## config.mk

```make
export PLATFORM = sky130hd
export DESIGN_NAME = addr8u_redund_ctrl
export DESIGN_NICKNAME = d
export VERILOG_FILES = /design/src/rtl/addr8u_pkg.sv /design/src/rtl/addr8u_core.sv /design/src/rtl/addr8u_redund_ctrl.sv
export SDC_FILE = /design/constraint.sdc
export NUM_CORES = 1
export LEC_CHECK = 0
export CAP_MARGIN = 20
export CORE_MARGIN = 4
export CORE_UTILIZATION = 30
export CTS_CLUSTER_DIAMETER = 50
export CTS_CLUSTER_SIZE = 25
export DETAILED_ROUTE_END_ITERATION = 7
export GPL_TIMING_DRIVEN = 0
export PLACE_DENSITY_LB_ADDON = 0.08
export SLEW_MARGIN = 0
export SYNTH_ARGS = -nofsm -noshare
export SYNTH_HDL_FRONTEND = slang
export SYNTH_SLANG_ARGS = --single-unit
```

## constraint.sdc

```tcl
create_clock -name clk -period 4.43 [get_ports clk]
set_input_delay 0.886 -clock clk [delete_from_list [all_inputs] [get_ports clk]]
set_output_delay 0.886 -clock clk [all_outputs]
set_load 0.02 [all_outputs]
```

## src/rtl/addr8u_pkg.sv

```systemverilog
// Shared types and constants for the redundant 8-bit unsigned adder controller.
package addr8u_pkg;
  localparam int unsigned OPW               = 8;
  localparam int unsigned MAX_RETRY_DEFAULT = 2;

  typedef enum logic [1:0] {
    IDLE  = 2'd0,
    PASS1 = 2'd1,
    PASS2 = 2'd2,
    RESP  = 2'd3
  } state_t;
endpackage

```

## src/rtl/addr8u_core.sv

```systemverilog
// Combinational 8+8 -> 9 bit unsigned adder; carry-out lands in bit 8.
module addr8u_core
  import addr8u_pkg::*;
(
  input  logic [OPW-1:0] a,
  input  logic [OPW-1:0] b,
  output logic [OPW:0]   sum
);
  always_comb begin
    sum = {1'b0, a} + {1'b0, b};
  end
endmodule

```

## src/rtl/addr8u_redund_ctrl.sv

```systemverilog
// Two-requester controller that computes A+B twice on one adder (second pass with
// swapped operands), retries on disagreement and flags an error once retries run out.
module addr8u_redund_ctrl
  import addr8u_pkg::*;
#(
  parameter int unsigned MAX_RETRY = MAX_RETRY_DEFAULT,
  parameter int unsigned ERRCNT_W  = 8
) (
  input  logic                clk,
  input  logic                rst_n,
  input  logic [1:0]          req_valid,
  output logic [1:0]          req_ready,
  input  logic [15:0]         req_a,
  input  logic [15:0]         req_b,
  output logic                rsp_valid,
  input  logic                rsp_ready,
  output logic                rsp_id,
  output logic [8:0]          rsp_sum,
  output logic                rsp_err,
  output logic [ERRCNT_W-1:0] err_cnt,
  input  logic [8:0]          fi_mask
);

  state_t         state, state_nxt;
  logic           ptr;
  logic           gnt;
  logic           any_valid;
  logic [OPW-1:0] op_a, op_b;
  logic           op_id;
  logic [1:0]     retry;
  logic           retry_ok;
  logic [OPW:0]   r1;
  logic [OPW-1:0] add_a, add_b;
  logic [OPW:0]   add_sum;
  logic           match;

  addr8u_core u_core (
    .a   (add_a),
    .b   (add_b),
    .sum (add_sum)
  );

  always_comb begin
    any_valid = |req_valid;
    unique case (req_valid)
      2'b01:   gnt = 1'b0;
      2'b10:   gnt = 1'b1;
      default: gnt = ptr;
    endcase

    // Gated by rst_n so req_ready is low for the whole reset assertion.
    req_ready = '0;
    if (rst_n && state == IDLE && any_valid) req_ready[gnt] = 1'b1;

    add_a    = (state == PASS2) ? op_b : op_a;
    add_b    = (state == PASS2) ? op_a : op_b;
    match    = ((add_sum ^ fi_mask) == r1);
    retry_ok = 32'(retry) < MAX_RETRY;
  end

  always_comb begin
    state_nxt = state;
    unique case (state)
      IDLE:    if (any_valid) state_nxt = PASS1;
      PASS1:   state_nxt = PASS2;
      PASS2:   state_nxt = (match || !retry_ok) ? RESP : PASS1;
      RESP:    if (rsp_ready) state_nxt = IDLE;
      default: state_nxt = IDLE;
    endcase
  end

  always_ff @(posedge clk or negedge rst_n) begin
    if (!rst_n) state <= IDLE;
    else        state <= state_nxt;
  end

  always_ff @(posedge clk or negedge rst_n) begin
    if (!rst_n) begin
      ptr       <= 1'b0;
      retry     <= '0;
      err_cnt   <= '0;
      op_a      <= '0;
      op_b      <= '0;
      op_id     <= 1'b0;
      r1        <= '0;
      rsp_valid <= 1'b0;
      rsp_id    <= 1'b0;
      rsp_sum   <= '0;
      rsp_err   <= 1'b0;
    end else begin
      unique case (state)
        IDLE: if (any_valid) begin
          op_a  <= req_a[{gnt, 3'b000} +: OPW];
          op_b  <= req_b[{gnt, 3'b000} +: OPW];
          op_id <= gnt;
          retry <= '0;
        end
        PASS1: r1 <= add_sum;
        PASS2: begin
          if (match || !retry_ok) begin
            rsp_valid <= 1'b1;
            rsp_id    <= op_id;
            rsp_sum   <= r1;
            rsp_err   <= !match;
            if (!match && err_cnt != '1) err_cnt <= err_cnt + 1'b1;
          end else begin
            retry <= retry + 2'd1;
          end
        end
        RESP: if (rsp_ready) begin
          rsp_valid <= 1'b0;
          ptr       <= ~ptr;
        end
        default: ;
      endcase
    end
  end

endmodule

```

==> metrics.yaml <==
worst_setup_path:
  cp_cell_sequence: "clkdlybuf4s50_1 > inv_1 > ha_1 > mux2i_1 > buf_2 > buf_2 > and3_1 > clkdlybuf4s50_1"
  crit_fanout: 10
  path_delay_family: "buffers and inverters"
  cp-start-kind: "input port"
  arrival_ns: 3.34
  cp_num_buf_inv: 5
  crit_path_max_incr_delay_ns: 0.61
  worstPathRequired_ns: 3.54
  end_kind: "output pin"
  slowest_stage: "clkdlybuf4s50_1"
  worstSetupPathType: "input port to output pin"
floorplanning:
  coreArea_mm2: 0.00928
  boundaryPins: 68
  fp.dieW_um: 106
  die_h_um: 106
  start_util: 0.308
  dieArea_mm2: 0.0112
  rows: 35
cells_and_area:
  diodes: 0
  syn2layout_area_growth_pct: 33.1
  nets: 394
  layoutNonFillerInstCount: 466
  drive_above_1_share: 0.0890
  final_util: 0.411
timing:
  min_period_ns: 4.23
  grt_setup_unrepaired: "false"
  hold_violations: 0
  tightest_slew_ns: 0.559
  fin_worst_skew_ns: 0.0122
  slew_headroom: 0.627
  slew_violations: 0
  finalWorstSetupSlack_ns: 0.199
  setup-violations-final: 0
  layout_worst_path_cycle_share: 0.955
  fmax_mhz: 236
yosys:
  yosysUniqueCellTypes: 46
  syn_area_per_cell_um2: 11.0
  yosysTopAreaCell: "dfrtp_1"
  synth_edf_count: 0
  synthCells: 261
  synthArstFlopShare: 1.00
  synth_top_area_share: 0.446
  ys_seq_area_frac: 0.446
  synth_common_cells: "dfrtp_1 (51), a21oi_1 (21), nor2_1 (21), xnor2_1 (21), mux2i_1 (17)"
  ys_top_cells_by_area: "dfrtp_1 (45%), xnor2_1 (6.4%), mux2i_1 (5.9%)"
  syn_area_mm2: 0.00286
  ys_ff_latch: 51
  ys.flop_type: "dfrtp_1"
  yosysWarnings: 0
  synth.most_common_cell: "dfrtp_1"
  synth_nets: 319
grt:
  gr-total-overflow: 0
  grt_use_total: 0.116
  antenna_found_initial: 0
  grt_pass1_vias: 2044
  grt_pass1_wl_mm: 10.4
  grt_max_degree: 34
drt:
  drc: 0
  vias: 2084
  wirelength_mm: 6.24
  drtIter0Drc: 82
  first_pass_iters: 4
  ant_nets: 0
  post_drt_wl_per_cell_um: 13.4
  via_per_inst: 4.47
clock_tree:
  clock_latency_ns: 0.31
  cts_buffer_depth: 2
  cts_sinks: 51
  cts_tree: "done"
  cts-htree-levels: 2
  path_clk_slew_ns: 0.10
  root_buffer: "clkbuf_8"
  postCtsHoldBufs: 0
  cts_buffers: 5
place:
  dp_slack_ns: -0.393
  hpwl_mm: 4.83
  portBuffers: 67
  place_inst: 458
  place_congestion: 0.698
outcome:
  status: "finished clean"
job:
  cap_violations: 0
power_and_ir_drop:
  power_density_mw_per_mm2: 754
  max-vdd-ir-drop_mv: 0.196
  p_leak_uw: 0.00159
hold_path:
  hold_class: "register to register"
==> report_power, final <==
part	leakage (uW)	switching (uW)	internal [uW]
clock	0.0000483	164	112
sequential	0.000598	155	685
combinational	0.000947	898	860
total	0.00159	1220	1660
==> worst register-to-register path: stages (launching register included) <==
cell and delay [ns]:
dfrtp_1 0.40, ha_1 0.23, fa_1 0.44, xnor2_1 0.29, xnor2_1 0.11, nor3_1 0.25, o2111ai_1 0.17, nor4_2 0.23
and3_4 0.25, o21a_4 0.15, buf_6 0.16, mux2_1 0.33
==> cells by family after synthesis <==
group,synth area share
DFF,0.446
AOI/OAI and AO/OA,0.132
and+or+nand+nor,0.121
buffers and inverters,0.0275
adders and majority gates,0.0550
xor gates and xnor gates,0.0996
muxes,0.120
==> stage by stage <==
stage	cell area [um2]	setup TNS, ns	hold slack [ns]	total power, uW
5_1_grt	3810	0	0.517	3150
3_5_place_dp	3710	-0.713	0.475	2620
3_3_place_gp	3700	-1.24	0.464	2610
2_1_floorplan	2860	0	0.445	2140
6_report	3810	0	0.483	2870
4_1_cts	3810	0	0.490	2920
==> placed cells by master, fill, tap and decap left out, types with 6 or more instances in the layout <==
master            n
clkbuf_1          7
dfrtp_1          51
mux2_1           11
a21oi_1          21
xnor2_1          21
mux2i_1          17
clkdlybuf4s50_1  66
nor2_1           21
ha_1             11
xor2_1            9
o21ai_0          11
nand2_1          14
nand3_1           6
==> state kept, by name, summed over array words and instances (netlist names) <==
signal     cells
rsp_id         1
op_b           8
retry          2
err_cnt        8
op_a           8
rsp_err        1
rsp_sum        9
state          2
rsp_valid      1
op_id          1
ptr            1
r1             9
==> layout make-up <==
| type | instances | area (um2) |
|---|---|---|
| buffer | 12 | 62.6 |
| clock buffer | 5 | 68.8 |
| clock inverter | 3 | 18.8 |
| fill | 958 | 5470 |
| inverter | 5 | 18.8 |
| multi-input combinational | 193 | 1520 |
| sequential | 51 | 1280 |
| tap | 129 | 161 |
| timing repair buffer | 68 | 686 |
==> per-layer routing <==
| metal | vias to the layer above | part of all wire | GRT usage |
|---|---|---|---|
| met3 | 6 | 0.049 | 0.0214 |
| met4 | 0 | 0.013 | 0.0361 |
| li1 | 1069 | - | - |
| met5 | - | 0 | 0 |
| met1 | 957 | 0.51 | 0.169 |
| met2 | 52 | 0.43 | 0.174 |
==> repair_timing <==
item | CTS | global route
setup buffers | 0 | 0
pin swaps | 0 | 0
gates resized for setup | 3 | 1
setup endpoints to repair | 2 | 1
==> worst paths after layout <==
kind	start	to	slack (ns)	cells past startpoint
hold reg to reg	ptr	ptr	0.48	1
setup reg to reg	op_a[0]	rsp_sum[5]	1.31	11
max in group asynchronous	rst_n	r1[0]	3.37	2
hold / removal	ptr	ptr	0.48	1
setup / recovery	req_valid[1]	req_ready[0]	0.20	8
min in group asynchronous	rst_n	op_a[7]	0.53	1
Power figures use the tool's default switching activity.
